<file path="config.mk">
export PLATFORM = sky130hd
export DESIGN_NAME = pipe_hazard_ctrl
export DESIGN_NICKNAME = d
export VERILOG_FILES = /design/src/rtl/pipe_hazard_ctrl.sv
export SDC_FILE = /design/constraint.sdc
export NUM_CORES = 1
export LEC_CHECK = 0
export BUFFER_PORTS_ARGS = -buffer_cell sky130_fd_sc_hd__buf_2
export CORE_UTILIZATION = 35
export DETAILED_ROUTE_END_ITERATION = 10
export HOLD_SLACK_MARGIN = 0.03
export PLACE_DENSITY = 0.81
export REMOVE_ABC_BUFFERS = 1
export SLEW_MARGIN = 20
export SYNTH_ARGS = -nofsm -noshare
export SYNTH_HDL_FRONTEND = slang
export SYNTH_SLANG_ARGS = --single-unit
</file>
<file path="constraint.sdc">
create_clock -name clock -period 1.7 [get_ports clock]
set_input_delay 0.34 -clock clock [delete_from_list [all_inputs] [get_ports clock]]
set_output_delay 0.34 -clock clock [all_outputs]
set_load 0.01 [all_outputs]
</file>
<file path="src/rtl/pipe_hazard_ctrl.sv">
//------------------------------------------------------------------------------
// Module      : pipe_hazard_ctrl
// Description : Central interlock controller for the 5-stage F/D/A/C/W
//               pipeline. Detects load-use hazards the A-stage bypass cannot
//               cover, merges icache/dcache misses into one freeze, and
//               sequences front-end flushes after an A-stage redirect.
//               All control outputs are combinational from inputs + state.
// Revision    : 1.0 - initial release
//
// Parameters  : FLUSH_CYCLES - extra cycles fd_flush stays high after a
//                              redirect (0..7)
//               CNT_W        - performance counter width
// Optional    : define PIPE_HAZARD_PERF_EN to build the saturating perf
//               counters; otherwise the perf outputs are tied to 0.
//
// Ports       : clock, reset (async, active-low)
//               fd_read_sel1/2, fd_uses_rs1/2   - source operands in F/D
//               da_write_sel, da_is_load, da_is_wb - destination in D/A
//               a_redirect                       - taken branch/jump in A
//               icache_stall, dcache_stall       - cache misses
//               global_stall, pc_hold, fd_hold, da_bubble,
//               fd_flush, da_flush               - stage register controls
//               perf_stall_cycles, perf_bubbles, perf_flushes - counters
//------------------------------------------------------------------------------
`default_nettype none

module pipe_hazard_ctrl #(
  parameter int FLUSH_CYCLES = 1,
  parameter int CNT_W        = 32
) (
  input  logic             clock,
  input  logic             reset,
  input  logic [4:0]       fd_read_sel1,
  input  logic [4:0]       fd_read_sel2,
  input  logic             fd_uses_rs1,
  input  logic             fd_uses_rs2,
  input  logic [4:0]       da_write_sel,
  input  logic             da_is_load,
  input  logic             da_is_wb,
  input  logic             a_redirect,
  input  logic             icache_stall,
  input  logic             dcache_stall,
  output logic             global_stall,
  output logic             pc_hold,
  output logic             fd_hold,
  output logic             da_bubble,
  output logic             fd_flush,
  output logic             da_flush,
  output logic [CNT_W-1:0] perf_stall_cycles,
  output logic [CNT_W-1:0] perf_bubbles,
  output logic [CNT_W-1:0] perf_flushes
);

  localparam logic [1:0] ST_RUN      = 2'd0;
  localparam logic [1:0] ST_LU_STALL = 2'd1;
  localparam logic [1:0] ST_FLUSH    = 2'd2;

  localparam logic [2:0] FLUSH_INIT  = 3'(FLUSH_CYCLES);

  logic [1:0] state;
  logic [1:0] state_nxt;
  logic [2:0] flush_cnt;
  logic [2:0] flush_cnt_nxt;
  logic       hz;
  logic       cache_stall;

  // x0 is hardwired zero, so a load targeting it never creates a dependency.
  assign hz = da_is_load & da_is_wb & (da_write_sel != 5'd0) &
              ((fd_uses_rs1 & (fd_read_sel1 == da_write_sel)) |
               (fd_uses_rs2 & (fd_read_sel2 == da_write_sel)));

  assign cache_stall = icache_stall | dcache_stall;

  // State register
  always_ff @(posedge clock or negedge reset) begin
    if (!reset) begin
      state     <= ST_RUN;
      flush_cnt <= 3'd0;
    end else begin
      state     <= state_nxt;
      flush_cnt <= flush_cnt_nxt;
    end
  end

  // Next-state logic. A cache stall freezes everything, so the pending
  // redirect or hazard is simply re-evaluated once the stall clears.
  always_comb begin
    state_nxt     = state;
    flush_cnt_nxt = flush_cnt;
    if (!cache_stall) begin
      if (a_redirect) begin
        flush_cnt_nxt = FLUSH_INIT;
        state_nxt     = (FLUSH_INIT == 3'd0) ? ST_RUN : ST_FLUSH;
      end else begin
        case (state)
          ST_RUN: begin
            if (hz) state_nxt = ST_LU_STALL;
          end
          ST_LU_STALL: begin
            state_nxt = ST_RUN;
          end
          ST_FLUSH: begin
            flush_cnt_nxt = flush_cnt - 3'd1;
            if (flush_cnt <= 3'd1) state_nxt = ST_RUN;
          end
          default: begin
            state_nxt = ST_RUN;
          end
        endcase
      end
    end
  end

  // Output logic. Gated by reset so every control drops the instant reset
  // is asserted, without waiting for a clock edge.
  always_comb begin
    global_stall = 1'b0;
    pc_hold      = 1'b0;
    fd_hold      = 1'b0;
    da_bubble    = 1'b0;
    fd_flush     = 1'b0;
    da_flush     = 1'b0;
    if (reset) begin
      if (cache_stall) begin
        global_stall = 1'b1;
      end else if (a_redirect) begin
        fd_flush = 1'b1;
        da_flush = 1'b1;
      end else begin
        case (state)
          ST_RUN: begin
            if (hz) begin
              pc_hold   = 1'b1;
              fd_hold   = 1'b1;
              da_bubble = 1'b1;
            end
          end
          ST_FLUSH: begin
            fd_flush = 1'b1;
          end
          default: begin
          end
        endcase
      end
    end
  end

`ifdef PIPE_HAZARD_PERF_EN
  logic [CNT_W-1:0] cnt_stall;
  logic [CNT_W-1:0] cnt_bubble;
  logic [CNT_W-1:0] cnt_flush;
  logic             bubble_evt;
  logic             flush_evt;

  assign bubble_evt = ~cache_stall & ~a_redirect & (state == ST_RUN) & hz;
  assign flush_evt  = ~cache_stall & a_redirect;

  // Saturating counters: stop at all-ones rather than wrapping.
  always_ff @(posedge clock or negedge reset) begin
    if (!reset) begin
      cnt_stall  <= '0;
      cnt_bubble <= '0;
      cnt_flush  <= '0;
    end else begin
      if (cache_stall && (cnt_stall != '1)) cnt_stall  <= cnt_stall + 1'b1;
      if (bubble_evt  && (cnt_bubble != '1)) cnt_bubble <= cnt_bubble + 1'b1;
      if (flush_evt   && (cnt_flush != '1)) cnt_flush  <= cnt_flush + 1'b1;
    end
  end

  assign perf_stall_cycles = cnt_stall;
  assign perf_bubbles      = cnt_bubble;
  assign perf_flushes      = cnt_flush;
`else
  assign perf_stall_cycles = '0;
  assign perf_bubbles      = '0;
  assign perf_flushes      = '0;
`endif

endmodule

`default_nettype wire

</file>
==> results.ini <==
[detailed_routing]
drc=0
wirelength_um=1790
wl_met3_um=208
met2WireLength_um=1067
num_vias=792
ant_nets=0
drt_pass1_iterations=4
avgRoutedWirePerCell_um=7.585
drt_iter0_markers=10
top_layer_used=met4
wl_met1_um=488
via_per_inst=3.356

[worst_setup_path]
reg2reg_to=state[1]
cp-start-kind=input pin
worst-path-stages=6
max_stage_delay_ns=0.25
r2r_start=flush_cnt[1]
endpoint=fd_hold
slowest_stage=nor4_2
cp_top_family=simple AND/OR/NAND/NOR gates
reg2reg_slack_ns=0.43
worstPathArrival_ns=1.43
crit_start=da_write_sel[3]
worstPathMaxFanout=3
critPathKind=in -> out
critPathCaptureType=output pin
r2r_cells=6
cp.required_ns=1.36
cp.buffers_inverters=2
crit_chain=buf_4 > xor2_2 > nor4_2 > a32oi_1 > nor3_2 > buf_2

[yosys]
avgSynthCellArea_um2=7.845
ys_warn_count=0
synth.distinct_cells=29
async_flop_share=1.000
synth_edf_count=0
seq_area_frac_synth=0.1049
netlist_instances=152
synth-seq-cells=5
ys.flop_type=dfrtp_1
synth_area_um2=1192

[global_route]
grt_pass1_vias=563
grt_usage=0.09067
antenna_found_initial=0
grt_max_degree=7
grt.overflow.total=0
grt_pass1_wl_um=2297

[die]
fp.dieH_um=60.37
start_util=0.3782
fp.dieW_um=60.37
core_area_um2=3153
io_pins=126
num_rows=20
dieArea_um2=3645

[clock_tree]
clk_pin_slew_worst_paths_ns=0.04
h-tree-depth=1
clock_sinks=5
cts_tree=built
cts_buffers=3
clockRootBuffer=clkbuf_4
clkLatencyLatePin_ns=0.24
clock_path_buffers=2

[layout]
syn2layout_area_growth_pct=-0.0003355
post-route-util=0.3782
drive_above_1_share=0.2604
final_common_cell=conb_1
fin_nets=219
mostFrequentLayoutCells=96 x conb_1, 21 x buf_2, 11 x buf_4
nFillCells=365
n_antenna_cell=0

[worst_hold_path]
min_path_type=in -> reg
hp-start=a_redirect

[sta]
finalMaxSlewViolations=0
setup_ws_ns=-0.07381
max_freq_ghz=0.5638
fin_crit_ns=1.774
finalCritPeriodShare=1.043
setup_viol=3
finalHoldViolCount=0
skew_ns=0.003514
rsz0062_at_grt=true

[pwr]
p_leak_nw=0.7052
peakVddDrop_uv=190.4
combinationalPowerShare=0.535
p_switching_uw=306.4
pwr-share-seq=0.277
pwr-share-clk=0.188
p_total_uw=712.9
p_sw_frac=0.4298
powerDensity_nw_per_um2=597.8
internal-power_uw=406.5

[job]
max_cap_violations=0

[placed_design]
routabilityCongestion=0.7672
dpl_worst_slack_ns=-0.1995
portBuffers=29
hpwl_um=1547

[run_status]
status=finished with violations
violations=setup timing

==> through the flow <==
| stage | area [µm²] | instances | TNS, ns | hold slack [ns] |
|---|---|---|---|---|
| floorplan | 809.5 | 148 | -0.7289 | 0.04441 |
| global placement | 1055 | 227 | -0.2476 | 0.2724 |
| detailed placement | 1055 | 227 | -0.5942 | 0.2706 |
| CTS | 1176 | 236 | -0.1962 | 0.4419 |
| global route | 1192 | 236 | -0.4462 | 0.4618 |
| finish | 1192 | 236 | -0.2188 | 0.4540 |
==> layout make-up <==
| cell class | count | area [µm²] | area share |
|---|---|---|---|
| Clock buffer | 4 | 26.28 | 0.02204 |
| Inverter | 2 | 7.507 | 0.006296 |
| Tap cell | 44 | 55.05 | 0.04617 |
| Sequential cell | 5 | 125.1 | 0.1049 |
| Timing Repair Buffer | 40 | 276.5 | 0.2319 |
| Multi-Input combinational cell | 141 | 701.9 | 0.5887 |
==> power by group through the flow <==
stage | clock network [mW] | logic [mW] | registers [mW]
detailed placement | 0 | 0.355 | 0.198
global placement | 0 | 0.342 | 0.192
finish | 0.134 | 0.381 | 0.198
floorplan | 0 | 0.268 | 0.188
global route | 0.154 | 0.426 | 0.203
CTS | 0.142 | 0.375 | 0.198
==> worst register-to-register path: cells and delay by family, from the launching register on <==
family / cells / cell delay, ns
buffers and inverters: 1 / 0.12
adders and majority gates: 1 / 0.17
and+or+nand+nor: 1 / 0.08
AOI/OAI and AO/OA: 3 / 0.41
DFF: 1 / 0.37
==> metal layers <==
layer,GRT usage,vias to the layer above
met5,0,-
li1,-,371
met4,0.06977,0
met1,0.07891,351
met2,0.1790,68
met3,0.01706,2
==> synthesized netlist by cell type, drive strengths merged, types with 2 or more instances <==
| cell type | n | share of area |
|---|---|---|
| buf | 98 | 0.62 |
| xor2 | 8 | 0.059 |
| nand2 | 6 | 0.019 |
| dfrtp | 5 | 0.10 |
| nor2 | 5 | 0.016 |
| o21ai | 4 | 0.017 |
| nor4 | 3 | 0.021 |
| and2 | 2 | 0.010 |
| ha | 2 | 0.021 |
| inv | 2 | 0.0063 |
| xnor2 | 2 | 0.015 |
==> cells by family (layout without fill, tap and decap cells) <==
group / count (synthesis) / count (layout) / synth area share
flops: 5 / 5 / 0.1049
xor+xnor: 10 / 10 / 0.07346
simple gates: 21 / 21 / 0.09235
mux: 1 / 1 / 0.008395
compound gates: 11 / 11 / 0.07030
buf+inv: 101 / 46 / 0.6264
fa+ha+maj: 2 / 2 / 0.02098
other cells: 1 / 96 / 0.003145
==> worst min path at each step <==
stage,to,slack (ns),depth (start not counted)
after detailed placement,flush_cnt[1],0.27,2
after CTS,flush_cnt[1],0.44,3
after global placement,flush_cnt[1],0.27,2
after floorplan,flush_cnt[0],0.04,0
final,flush_cnt[1],0.45,3
after global routing,flush_cnt[1],0.46,3
==> sequential cells by signal, indices dropped and copies added (netlist names) <==
signal     cells
flush_cnt      3
state          2
==> timing repair <==
action,4_1_cts,5_1_grt
hold buffers,1,0
pin swaps,7,4
buffers inserted,4,0
setup endpoints to repair,3,4
endpoints found under the hold margin,5,0
gates resized for setup,12,3
Note: power is estimated with default switching activity, not from simulation.
